## config.mk

```make
export PLATFORM = sky130hd
export DESIGN_NAME = bitserial_sub
export DESIGN_NICKNAME = d
export VERILOG_FILES = /design/src/rtl/bitserial_sub_pkg.sv /design/src/rtl/bitserial_sub_full_sub_cell.sv /design/src/rtl/bitserial_sub.sv
export SDC_FILE = /design/constraint.sdc
export NUM_CORES = 1
export LEC_CHECK = 0
export CORE_MARGIN = 2
export CORE_UTILIZATION = 51
export DETAILED_ROUTE_END_ITERATION = 10
export PLACE_DENSITY = 0.78
export SLEW_MARGIN = 10
export SYNTH_ARGS = -nofsm -noshare
export SYNTH_HDL_FRONTEND = slang
export SYNTH_SLANG_ARGS = --single-unit
```

## constraint.sdc

```tcl
create_clock -name clk -period 2.9 [get_ports clk]
set_clock_uncertainty 0.2 [all_clocks]
set_input_delay 0.58 -clock clk [delete_from_list [all_inputs] [get_ports clk]]
set_output_delay 0.58 -clock clk [all_outputs]
set_load 0.05 [all_outputs]
```

## src/rtl/bitserial_sub_pkg.sv

```systemverilog
// Shared constants, state type and helpers for the bit-serial subtractor.
package bitserial_sub_pkg;

    localparam logic [1:0] ST_IDLE  = 2'd0;
    localparam logic [1:0] ST_SHIFT = 2'd1;
    localparam logic [1:0] ST_DONE  = 2'd2;

    localparam int DEFAULT_WIDTH = 8;

    typedef enum logic [1:0] {
        IDLE  = ST_IDLE,
        SHIFT = ST_SHIFT,
        DONE  = ST_DONE
    } state_t;

    // Bits needed to count 0 .. value-1.
    function automatic int clog2(input int value);
        int r;
        r = 0;
        while ((1 << r) < value) r++;
        return r;
    endfunction

endpackage

```

## src/rtl/bitserial_sub_full_sub_cell.sv

```systemverilog
// One-bit full subtractor: the subtract-direction mirror of the team's full adder.
module full_sub_cell (
    input  logic x,
    input  logic y,
    input  logic bin,
    output logic d,
    output logic bout
);

    assign d    = x ^ y ^ bin;
    assign bout = (~x & y) | (~(x ^ y) & bin);

endmodule

```

## src/rtl/bitserial_sub.sv

```systemverilog
// LSB-first bit-serial subtractor (diff = a - b) behind a start/done handshake.
// Define BITSERIAL_SUB_OVF_EN to add the registered signed-overflow output ovf.
module bitserial_sub
    import bitserial_sub_pkg::*;
#(
    parameter int WIDTH = DEFAULT_WIDTH
) (
    input  logic             clk,
    input  logic             rst,
    input  logic             start,
    input  logic [WIDTH-1:0] a,
    input  logic [WIDTH-1:0] b,
    output logic             busy,
    output logic             done,
    output logic [WIDTH-1:0] diff,
    output logic             borrow_out
`ifdef BITSERIAL_SUB_OVF_EN
    ,
    output logic             ovf
`endif
);

    localparam int CNT_W = clog2(WIDTH);

    state_t               state;
    logic [WIDTH-1:0]     a_sh;
    logic [WIDTH-1:0]     b_sh;
    logic [WIDTH-2:0]     res_sh;
    logic [WIDTH-1:0]     res_cat;
    logic [CNT_W-1:0]     cnt;
    logic                 borrow;
    logic                 cell_d;
    logic                 cell_bout;

    full_sub_cell u_cell (
        .x    (a_sh[0]),
        .y    (b_sh[0]),
        .bin  (borrow),
        .d    (cell_d),
        .bout (cell_bout)
    );

    // Result register with the current cell output already shifted in.
    assign res_cat = {cell_d, res_sh};

    always_ff @(posedge clk) begin
        // NOTE: all sequential state uses non-blocking assignments so every
        // register samples the pre-edge values of the others.
        if (rst) begin
            // NOTE: a_sh, b_sh and res_sh are deliberately not reset; they are
            // fully reloaded or overwritten before any of their bits is used.
            state      <= IDLE;
            busy       <= 1'b0;
            done       <= 1'b0;
            diff       <= '0;
            borrow_out <= 1'b0;
            borrow     <= 1'b0;
            cnt        <= '0;
`ifdef BITSERIAL_SUB_OVF_EN
            ovf        <= 1'b0;
`endif
        end else begin
            case (state)
                IDLE: begin
                    done <= 1'b0;
                    if (start) begin
                        a_sh   <= a;
                        b_sh   <= b;
                        borrow <= 1'b0;
                        cnt    <= '0;
                        busy   <= 1'b1;
                        state  <= SHIFT;
                    end
                end
                SHIFT: begin
                    a_sh   <= a_sh >> 1;
                    b_sh   <= b_sh >> 1;
                    res_sh <= res_cat[WIDTH-1:1];
                    borrow <= cell_bout;
                    cnt    <= cnt + CNT_W'(1);
                    if (cnt == CNT_W'(WIDTH - 1)) begin
                        busy       <= 1'b0;
                        done       <= 1'b1;
                        diff       <= res_cat;
                        borrow_out <= cell_bout;
`ifdef BITSERIAL_SUB_OVF_EN
                        // Signed overflow: borrow into the MSB cell differs from borrow out.
                        ovf        <= borrow ^ cell_bout;
`endif
                        state      <= DONE;
                    end
                end
                DONE: begin
                    done  <= 1'b0;
                    state <= IDLE;
                end
                default: begin
                    busy  <= 1'b0;
                    done  <= 1'b0;
                    state <= IDLE;
                end
            endcase
        end
    end

endmodule

```

# [Word-level counts from Yosys, hierarchy flattened]
# Cells that the tools add are included.
[op_classes] add_sub_neg=1 n_eq_ne=5 n_mux=14 bitwise=10 n_reduce_logical=9
[op_table] cell="$pmux W8 S2" count=2
[op_table] cell="$mux W8" count=2
[op_table] cell="$reduce_and A2 Y1" count=4
[op_table] cell="$pmux W3 S2" count=1
[op_table] cell="$reduce_and A3 Y1" count=2
[op_table] cell="$not A1 Y1" count=5
[op_table] cell="$mux W2" count=2
[op_table] cell="$ne A2 B2 Y1 const B" count=2
[op_table] cell="$pmux W2 S2" count=1
[op_table] cell="$add A3 B1 Y3 const B" count=1
[op_table] cell="$eq A3 B3 Y1 const B" count=1
[op_table] cell="$mux W1" count=3
[op_table] cell="$mux W3" count=1
[op_table] cell="$pmux W1 S3" count=1
[op_table] cell="$and A1 B1 Y1" count=2
[op_table] cell="$eq A2 B1 Y1 const B" count=1
[op_table] cell="$eq A2 B2 Y1 const B" count=1
[op_table] cell="$logic_not A2 Y1" count=1
[op_table] cell="$pmux W1 S2" count=1
[op_table] cell="$reduce_bool A2 Y1" count=1
[op_table] cell="$reduce_or A2 Y1" count=1
[op_table] cell="$xor A1 B1 Y1" count=2
[op_table] cell="$or A1 B1 Y1" count=1
[totals] regBits=40 inputBits=19 out_inout_bits=11 word_cells=49

# [Logic depth before layout (Yosys ltp)]
# Gate-level depths: netlist (run 1).
[depth] depth_word=5 mapped_depth=5 mapped_depth_nobuf=4

# [By module]
# From an unflattened synthesis (run 1), not the netlist that was laid out.
[hier_totals] hier_cells=122 area_unflattened_um2=1722.9
[modules_own_cells] mod="bitserial_sub" instances=1 cells_each=118 area_per_inst_um2=1691.6 seq_area_each_um2=1031.0
[modules_own_cells] mod="full_sub_cell" instances=1 cells_each=4 area_per_inst_um2=31.3 seq_area_each_um2=0.0

# [Least setup slack after synthesis (run 1)]
# Ideal clock, no wire load.
[synth_timing] path_type="input -> register" from="in rst" to="reg a_sh[0] (enable)" setup_time_ns=0.409 arrival_ns=1.951 t_required_ns=2.291 slack_ns=0.339 cell_stages=2 n_path_buf=1 path_cell_list="clkbuf_1 -> nor3_1"
[synth_between] elab_chain_len=2
[synth_rtl] item="start, declared" line="bitserial_sub.sv:9" source="input logic rst,"
[synth_rtl] item="$not A1 Y1 (no line)"
[synth_rtl] item="$reduce_and A3 Y1 (no line)"
[synth_rtl] item="end signal, assigned" line="bitserial_sub.sv:76" source="a_sh <= a_sh >> 1;"
[synth_rtl] item="end, declared" line="bitserial_sub.sv:26" source="logic [WIDTH-1:0] a_sh;"
# No other way between the ends.
# A chain may end at the register's enable or synchronous reset.

# [Worst setup path after layout (run 1)]
[layout_timing] from="reg diff[6]" to="out diff[6]"
[layout_rtl] item="start, declared" line="bitserial_sub.sv:15" source="output logic [WIDTH-1:0] diff,"
[layout_rtl] item="start signal, assigned" line="bitserial_sub.sv:84" source="diff <= res_cat;"
# No word-level cell between the ends.

==> results of run 1 <==
==> cells by family after synthesis <==
group	after synthesis	synth area share, %
AOI/OAI and AO/OA	8	3.866
and+or+nand+nor	36	13.06
muxes	23	17.07
DFF	40	60.10
adders and majority gates	3	2.626
buffers and inverters	10	3.282
==> how the worst max path moves through the flow <==
stage / start / depth (start not counted) / endpoint
after detailed placement: rst / 2 / res_sh[2]$_DFFE_PP_
after global placement: rst / 2 / res_sh[3]$_DFFE_PP_
after floorplan: rst / 2 / a_sh[0]$_DFFE_PP_
final: diff[6]$_SDFFE_PP0P_ / 1 / diff[6]
after global routing: diff[2]$_SDFFE_PP0P_ / 1 / diff[2]
after CTS: diff[2]$_SDFFE_PP0P_ / 1 / diff[2]
==> layer usage <==
layer	global-route usage [%]	up-vias	share of wire, %
met3	4.969	6	4.6
li1	-	488	-
met5	0	-	0
met1	19.73	472	45
met4	8.511	0	1.8
met2	23.96	31	48
==> metrics by stage <==
step / instance area, µm² / power [mW] / utilization [%] / hold WS [ps]
after detailed placement: 2042 / 0.7717 / 62.17 / 243.1
after global placement: 2042 / 0.7671 / 62.17 / 243.0
after CTS: 2137 / 1.171 / 65.07 / 271.8
after floorplan: 1715 / 0.7314 / - / 227.5
after global routing: 2137 / 1.204 / 65.07 / 287.6
final: 2137 / 1.159 / 65.07 / 267.2
==> power groups by stage <==
stage / logic (mW) / clock network [mW] / registers (mW)
6_report: 0.116 / 0.402 / 0.641
2_1_floorplan: 0.0752 / 0 / 0.656
3_3_place_gp: 0.114 / 0 / 0.654
3_5_place_dp: 0.118 / 0 / 0.654
5_1_grt: 0.127 / 0.433 / 0.645
4_1_cts: 0.118 / 0.412 / 0.642
==> final cells by class <==
type                            count  area (µm²)  area share, %
Clock buffer                        7       65.06          3.044
Inverter                            4       15.01         0.7026
Multi-Input combinational cell     70       633.1          29.63
Tap cell                           46       57.56          2.693
Timing Repair Buffer               31       305.3          14.29
Clock inverter                      1       30.03          1.405
Sequential cell                    40        1031          48.24
==> worst reg2reg max path: cells and delay by family, from the launching register on <==
kind	cells	cell delay, ps
fa+ha+maj	2	410
simple gates	1	490
flops	1	390
mux	1	260
==> Yosys cell counts <==
master	number	area share, %
sky130_fd_sc_hd__mux2_2	2	1.3
sky130_fd_sc_hd__or2_2	1	0.36
sky130_fd_sc_hd__fa_1	1	1.2
sky130_fd_sc_hd__a211oi_1	1	0.44
sky130_fd_sc_hd__o22ai_1	1	0.36
sky130_fd_sc_hd__nand2b_1	23	8.4
sky130_fd_sc_hd__o21a_1	1	0.44
sky130_fd_sc_hd__and2_1	2	0.73
sky130_fd_sc_hd__buf_4	1	0.44
sky130_fd_sc_hd__clkbuf_1	3	0.66
sky130_fd_sc_hd__and3b_1	1	0.51
sky130_fd_sc_hd__nand3b_1	1	0.44
sky130_fd_sc_hd__edfxtp_1	23	40
sky130_fd_sc_hd__mux2i_1	9	5.3
sky130_fd_sc_hd__inv_1	4	0.88
sky130_fd_sc_hd__dfxtp_1	17	20
sky130_fd_sc_hd__buf_6	2	1.3
sky130_fd_sc_hd__nor2_1	4	0.88
sky130_fd_sc_hd__nor3_1	2	0.58
sky130_fd_sc_hd__ha_1	2	1.5
sky130_fd_sc_hd__mux2_4	12	11
sky130_fd_sc_hd__nand2b_4	1	0.80
sky130_fd_sc_hd__o32ai_1	4	2.0
sky130_fd_sc_hd__or2_1	1	0.36
sky130_fd_sc_hd__o21ba_2	1	0.58
==> registers in the layout, summed over array words and instances (netlist names) <==
name and cells:
a_sh 8, b_sh 8, diff 8, res_sh 7, cnt 3, state 2
borrow 1, borrow_out 1, busy 1, done 1
==> metrics.md, run 1 <==
| Metric | Value |
|---|---|
| Setup slack on the worst flop-to-flop path | `1090 ps` |
| Pin count of the biggest net entering global routing | `23` |
| WP data arrival | `1500 ps` |
| Proportion of power drawn by combinational gates | `10.0%` |
| Final-report hold violation count | `0` |
| Synth Instances | `120` |
| Total Neg Setup Slack | `0 ps` |
| Worst-path cell with the longest stage delay | `sky130_fd_sc_hd__clkdlybuf4s50_1` |
| Portion of total power attributed to the clock network | `34.7%` |
| Post-CTS Repair Setup Buffers | `0` |
| Sinks on Clock Net | `40` |
| Number of antenna violations at the first check in global routing | `0` |
| Sequential share of the synthesized area | `60.10%` |
| Cell area after synthesis | `1715 µm²` |
| Crit path cell chain | `clkdlybuf4s50_1` |
| Register bit total from synthesis | `40` |
| Startpoint of the most critical register-to-register path | `cnt[0]$_SDFFE_PP0P_` |
| Sequential fraction of design power | `55.3%` |
| Number of cell instances on the worst register-to-register path | `4` |
| Global-route usage over all layers | `15.66%` |
| Final routed wire length divided by cell count | `13.00 µm` |
| Worst voltage drop across the vdd grid | `0.2961 mV` |
| Delay of the slowest cell on the worst path | `810 ps` |
| Antenna fix cells | `0` |
| Top Ports | `30` |
| Filler Cell Count | `256` |
| Min-delay worst type | `flop to flop` |
| Critical path type | `flop to output port` |
| Largest delay share family, worst path | `buffers and inverters` |
| Placer Congestion | `0.7108` |
| Min-Delay Startpoint | `res_sh[4]$_DFFE_PP_` |
| Gates resized, CTS repair | `0` |
| Number of nets still failing antenna checks after routing | `0` |
| Total number of placement rows | `21` |
| Final net count | `174` |
| Layout Cells excl Fill | `199` |
| CTS HTree Levels | `2` |
| Power Dens Cells | `542.6 nW/µm²` |
| Net switching power figure | `0.2313 mW` |
| Number of maximum-capacitance constraint violations | `0` |
| Drt via density | `5.010` |
| Crit-path max FO | `2` |
| Endpoint kind of the worst setup timing path | `output port` |
| Via total after detailed routing | `997` |
| Total iterations of the first detailed-routing run | `4` |
| Count of final setup violators | `0` |
| Startpoint types | `flop` |
| Clock tree from TritonCTS | `yes` |
| Die outline height | `62.00 µm` |
| HPWL after detailed placement | `1813 µm` |
| Post-layout minimum cycle time | `2283 ps` |
| Clock-pin slew of the registers on the worst-case setup and hold paths | `110 ps` |
| Via count of the first global-routing pass | `960` |
| Power Internal | `0.9282 mW` |
| Placed cells | `191` |
| Hold-fix buffer count after cts | `0` |
| Most common library cell in the layout ignoring fill and taps | `sky130_fd_sc_hd__clkdlybuf4s50_1` |
| Post-route clock period utilization | `78.72%` |
| Average instance area after synthesis | `14.29 µm²` |
| Maximum clock path buffer count | `2` |
| Fraction of final layout cells sized beyond drive strength 1 | `18.30%` |
| Net Count, Synth | `142` |
| Worst setup slack after placement | `444.3 ps` |
| Final count of pins violating max slew | `0` |
| Endpoint required time on the critical path | `2120 ps` |
| Outcome | `finished clean` |
| Remaining max-slew budget at the tightest pin | `64.21%` |
| Final worst slack | `617.1 ps` |
| Crit Reg-Reg Endpoint | `diff[6]$_SDFFE_PP0P_` |
| Achievable Freq | `438.0 MHz` |
| Die outline width | `62.00 µm` |
| Buffers & Inverters on Critical Path | `1` |
| Count of routing violations after the opening detailed-route iteration | `36` |
| Floorplan core area | `3284 µm²` |
| Number of buffers added by the clock tree synthesis step | `5` |
| Global route total overflow | `0` |
| Worst hold endpoint | `res_sh[3]$_DFFE_PP_` |
| Area Overhead vs Synth | `24.58%` |
| Final wirelength | `2587 µm` |
| Sw frac | `19.95%` |
| Leakage power | `0.7813 nW` |
| Clk_lat worst skew | `340 ps` |
| Cell variety after synth | `25` |
| Die area | `3843 µm²` |
| Initial Util | `52.23%` |
| Cell chosen for the clock root | `sky130_fd_sc_hd__clkbuf_4` |
| Warnings, synthesis | `0` |
| Count of port buffers added during placement | `29` |
| Transition at the pin with the smallest max-transition slack | `534.9 ps` |
| Wire length of the first global-routing pass | `4181 µm` |
| Number of stages on the worst hold path | `0` |
| Commonest non-fill, non-tap cells in the layout | `sky130_fd_sc_hd__clkdlybuf4s50_1, sky130_fd_sc_hd__nand2b_1, sky130_fd_sc_hd__edfxtp_1` |
| Setup repair after global routing missed its margin | `no` |
| DRC violations left | `0` |
Power figures use the tool's default switching activity.
==> inputs of run 2 (changes only) <==
--- a/config.mk
+++ b/config.mk
@@ -6,9 +6,9 @@
 export NUM_CORES = 1
 export LEC_CHECK = 0
 export CORE_MARGIN = 2
-export CORE_UTILIZATION = 51
+export CORE_UTILIZATION = 46
 export DETAILED_ROUTE_END_ITERATION = 10
-export PLACE_DENSITY = 0.78
+export PLACE_DENSITY = 0.74
 export SLEW_MARGIN = 10
 export SYNTH_ARGS = -nofsm -noshare
 export SYNTH_HDL_FRONTEND = slang
==> constraint.sdc (replaced) <==
create_clock -name clk -period 2 [get_ports clk]
set_clock_uncertainty 0.2 [all_clocks]
set_input_delay 0.4 -clock clk [delete_from_list [all_inputs] [get_ports clk]]
set_output_delay 0.4 -clock clk [all_outputs]
set_load 0.05 [all_outputs]
==> metrics.md, run 2 (synthesis gave the netlist of run 1 again) <==
| Metric | Value |
|---|---|
| Clock tree from TritonCTS | `yes` |
| Final routed wire length divided by cell count | `13.04 µm (+0.30%)` |
| Area Overhead vs Synth | `24.29%` |
| Clock-pin slew of the registers on the worst-case setup and hold paths | `70 ps (-40 ps)` |
| Initial Util | `47.21% (-5.0 points)` |
| Post-layout minimum cycle time | `1680 ps` |
| Number of cell instances on the worst register-to-register path | `2 (-2)` |
| Maximum clock path buffer count | `2 (unchanged)` |
| Top flop regs | `a_sh (8), b_sh (8), diff (8)` |
| Startpoint types | `flop` |
| Min-delay worst type | `flop to flop` |
| Pin count of the biggest net entering global routing | `23 (unchanged)` |
| Cell chosen for the clock root | `sky130_fd_sc_hd__clkbuf_8` |
| Endpoint kind of the worst setup timing path | `flop` |
| Count of final setup violators | `0 (unchanged)` |
| Number of maximum-capacitance constraint violations | `0 (unchanged)` |
| CTS HTree Levels | `2 (unchanged)` |
| Count of routing violations after the opening detailed-route iteration | `48 (+33%)` |
| Clk_lat worst skew | `280 ps (-60 ps)` |
| Wire length of the first global-routing pass | `4429 µm (+5.9%)` |
| Die outline width | `65.07 µm (+5.0%)` |
| Drt via density | `4.971 (-0.79%)` |
| Total number of placement rows | `22 (+4.8%)` |
| Total iterations of the first detailed-routing run | `4 (unchanged)` |
| Crit-path max FO | `22 (+20)` |
| Sinks on Clock Net | `40 (unchanged)` |
| Die outline height | `65.07 µm (+5.0%)` |
| Leakage power | `0.8108 nW (+3.8%)` |
| Post-route clock period utilization | `84.02%` |
| Remaining max-slew budget at the tightest pin | `76.76% (+13 points)` |
| Via count of the first global-routing pass | `1010 (+5.2%)` |
| Number of nets still failing antenna checks after routing | `0 (unchanged)` |
| HPWL after detailed placement | `1918 µm (+5.8%)` |
| Achievable Freq | `595.1 MHz` |
| Count of port buffers added during placement | `29 (unchanged)` |
| Global-route usage over all layers | `14.29% (-1.4 points)` |
| Antenna fix cells | `0 (unchanged)` |
| Cell area after layout | `2132 µm² (-0.23%)` |
| Total Neg Setup Slack | `0 ps (unchanged)` |
| Final wirelength | `2660 µm (+2.8%)` |
| Via total after detailed routing | `1014 (+1.7%)` |
| Placer Congestion | `0.6610 (-7.0%)` |
| Critical path type | `flop to flop` |
| Final net count | `177 (+1.7%)` |
| Global route total overflow | `0 (unchanged)` |
| Power Dens Cells | `751.7 nW/µm² (+39%)` |
| Number of buffers added by the clock tree synthesis step | `5 (unchanged)` |
| Number of antenna violations at the first check in global routing | `0 (unchanged)` |
| Filler Cell Count | `317 (+24%)` |
| Commonest non-fill, non-tap cells in the layout | `sky130_fd_sc_hd__nand2b_1, sky130_fd_sc_hd__edfxtp_1, sky130_fd_sc_hd__clkdlybuf4s50_1` |
| WP data arrival | `1520 ps (+20 ps)` |
| Number of stages on the worst hold path | `0 (unchanged)` |
| DRC violations left | `0 (unchanged)` |
| Endpoint required time on the critical path | `1840 ps (-280 ps)` |
| Gates resized, CTS repair | `0 (unchanged)` |
| Worst voltage drop across the vdd grid | `0.4430 mV (+50%)` |
| Post-Place Cell Area | `2052 µm² (+0.49%)` |
| Top Ports | `30 (unchanged)` |
| Die area | `4233 µm² (+10%)` |
| Post-CTS Repair Setup Buffers | `0 (unchanged)` |
| Final count of pins violating max slew | `0 (unchanged)` |
| Final-report hold violation count | `0 (unchanged)` |
| Outcome | `finished clean` |
| Fraction of final layout cells sized beyond drive strength 1 | `25.00% (+6.7 points)` |
| Floorplan core area | `3633 µm² (+11%)` |
| Transition at the pin with the smallest max-transition slack | `348.4 ps (-186.5 ps)` |
| Hold-fix buffer count after cts | `0 (unchanged)` |
| Setup repair after global routing missed its margin | `no` |
==> run 2: cell count changes in the layout (fill, tap and decap cells not counted), moves of 3 or more <==
cell,previous run,this run
sky130_fd_sc_hd__buf_4,2,15
sky130_fd_sc_hd__clkbuf_1,0,3
sky130_fd_sc_hd__clkbuf_4,5,0
sky130_fd_sc_hd__clkbuf_8,2,5
sky130_fd_sc_hd__clkdlybuf4s50_1,29,18
==> run 2: through the flow <==
step | worst slack (ps) | hold slack [ps] | std cells | utilization [%] | total power [mW]
floorplan | 109.4 | 227.5 | 120 | - | 1.061
global placement | 138.8 | 243.4 | 196 | 56.47 | 1.120
detailed placement | 134.9 | 235.8 | 196 | 56.47 | 1.127
CTS | 316.5 | 265.2 | 204 | 58.68 | 1.622
global route | 243.7 | 281.2 | 204 | 58.68 | 1.677
finish | 319.7 | 260.3 | 204 | 58.68 | 1.603
==> run 2: final cells by class <==
type	instances	area [µm²]	share of cell area [%]
multi-input combinational	70	633.1	29.69
clock buffer	8	80.08	3.756
timing repair buffer	34	312.8	14.67
inverter	4	15.01	0.7042
sequential	40	1031	48.36
tap	48	60.06	2.817
==> run 2: power by group <==
group          switching [mW]  leakage (nW)  internal, mW
sequential             0.0163         0.354         0.914
combinational          0.0694         0.417         0.106
clock                   0.249        0.0395         0.248
total                   0.335         0.811          1.27
==> run 2: critical path, stage by stage (launching register included) <==
cell,delay (ps)
sky130_fd_sc_hd__dfxtp_1,460
sky130_fd_sc_hd__nand2b_4,400
sky130_fd_sc_hd__mux2_2,370
==> run 2: worst paths after layout <==
path	start	to	slack (ps)
setup / recovery	state[1]$_SDFFE_PP0P_	b_sh[3]$_DFFE_PP_	320
hold / removal	res_sh[3]$_DFFE_PP_	res_sh[2]$_DFFE_PP_	260
setup reg to reg	state[1]$_SDFFE_PP0P_	b_sh[3]$_DFFE_PP_	320
hold reg to reg	res_sh[3]$_DFFE_PP_	res_sh[2]$_DFFE_PP_	260
==> run 2: metal layers <==
metal,GRT usage [%],wire [µm],part of all wire [%]
met4,6.250,46,1.7
met2,24.36,1294,49
met5,0,0,0
met3,4.340,158,5.9
met1,16.59,1160,44
==> RTL change, RTL diff (settings of run 2) <==
Set the package constant `DEFAULT_WIDTH` to 7 (it was 8).
--- a/src/rtl/bitserial_sub_pkg.sv
+++ b/src/rtl/bitserial_sub_pkg.sv
@@ -6,5 +6,5 @@
     localparam logic [1:0] ST_DONE  = 2'd2;
 
-    localparam int DEFAULT_WIDTH = 8;
+    localparam int DEFAULT_WIDTH = 7;
 
     typedef enum logic [1:0] {
Ports: changed (resized a, b and diff); port bits go from 30 to 27. No check against the original RTL was run, so the function may have changed too.
==> RTL change against run 2 <==
  * Maximum frequency grew 3.4%
  * Sequential power shrank 11%
  * Cell count shrank 6.9%
  * Sequential share of layout area grew 2.9 points
  * Critical path depth grew 1
  * Setup slack gained 0.055 ns
  * Combinational power shrank 23%
  * Design area shrank 16%
  * Wire length shrank 16%
  * Synthesized area shrank 15%
  * Sequential cell count shrank 4
  * Power shrank 16%
  * Count of clock-buffer cells in the layout is the same
==> RTL change: results (changes against run 2) <==
The tools report the fraction of power consumed by sequential logic as 0.616 (+0.035). The leakage power of the design is 0.670 nW (-17%), and the all-layer global routing usage is 0.140 (-0.00258). The fraction of final layout cells with drive strength greater than 1 is 0.253 (+0.00342).

The run gives 0.631 (+0.0302) as the share of the yosys chip area belonging to registers. The number of inserted filler cells in the final layout is 252 (-21%). The ratio of routed vias to standard cells is 4.92 (-1.0%), and the number of antenna violations at the first check in global routing is 0 (unchanged). The worst reg-to-reg path cell count was 3 (+1); the share of the synthesized area in compound gates (AO/OA/AOI/OAI) was 0.0738 (+0.0351). The weighted congestion at the end of routability-driven global placement was 0.758 (+15%). The via count of the first global-routing pass was 855 (-15%); the net total in the final layout was 165 (-6.8%). The delay of the slowest critical-path stage is 0.42 ns (-0.04 ns). The first-pass GRT wire length is 3690 um (-17%). The tools report the distinct cell type count after synthesis as 28 (+12%). Portion of total power attributed to the clock network: 0.285 (-0.025).

The measured slew at the worst slew-check pin came out at 0.294 ns (-0.0546 ns). In the post-synthesis netlist, the biggest area contributors are sky130_fd_sc_hd__edfxtp_1 (41%), sky130_fd_sc_hd__dfxtp_1 (22%), sky130_fd_sc_hd__mux2_2 (5.4%). The largest net degree at the start of global routing is 20 (-13%). The number of buffers inserted by port buffering was 26 (-10%); the DRC marker count from the first detailed-route iteration was 37 (-23%).

The startpoint identified for the worst hold timing path is diff[3]. The hold-critical path depth came out at 2 (+2). The commonest cells after synthesis are sky130_fd_sc_hd__edfxtp_1 (20), sky130_fd_sc_hd__dfxtp_1 (16), sky130_fd_sc_hd__nand2_1 (16). The worst hold path belongs to the class register to register.

The post-synth net total came out at 132 (-7.0%). The largest registers in the layout are a_sh (7), b_sh (7), diff (7). The number of enable flip-flop cells after synthesis is 20 (-13%), and the CTS clock-pin slew for the worst setup and hold paths is 0.10 ns (+0.03 ns).

The peak fanout along the critical path came out at 19 (-14%). The switching power as a share of total power came out at 0.207 (-0.00148). Multiplexer share of the synthesized area: 0.105 (-0.0652). The tools report the CTS root buffer as sky130_fd_sc_hd__clkbuf_4. The worst vdd rail ir drop was 0.334 mV (-25%).

The run finished with clean final reports.
[RTL change: layout make-up]
class                   instances  area share
clock buffers                   8      0.0327
inverters                       4     0.00835
multi-input cells              66       0.260
flip-flops and latches         36       0.512
well taps                      44      0.0306
repair buffers                 32       0.156
[RTL change: path summary, 6_finish.rpt]
kind | slack (ns) | end
min reg2reg | 0.26 | diff[3]
max | 0.37 | b_sh[1]
max reg2reg | 0.37 | b_sh[1]
min | 0.26 | diff[3]
[RTL change: stage by stage]
stage	std cells	power [mW]	area [um2]	hold WS [ns]	worst slack, ns
6_report	190	1.35	1800	0.258	0.374
5_1_grt	190	1.41	1800	0.279	0.246
3_5_place_dp	182	0.984	1740	0.248	0.184
2_1_floorplan	112	0.930	1460	0.226	0.0105
4_1_cts	190	1.36	1800	0.262	0.369
3_3_place_gp	182	0.978	1740	0.243	0.194
[RTL change: layer usage]
metal,up-vias,global-route usage,routed length [um]
li1,460,-,-
met1,448,0.178,1030
met2,24,0.224,1070
met3,3,0.0455,109
met4,0,0.0540,17
met5,-,0,0
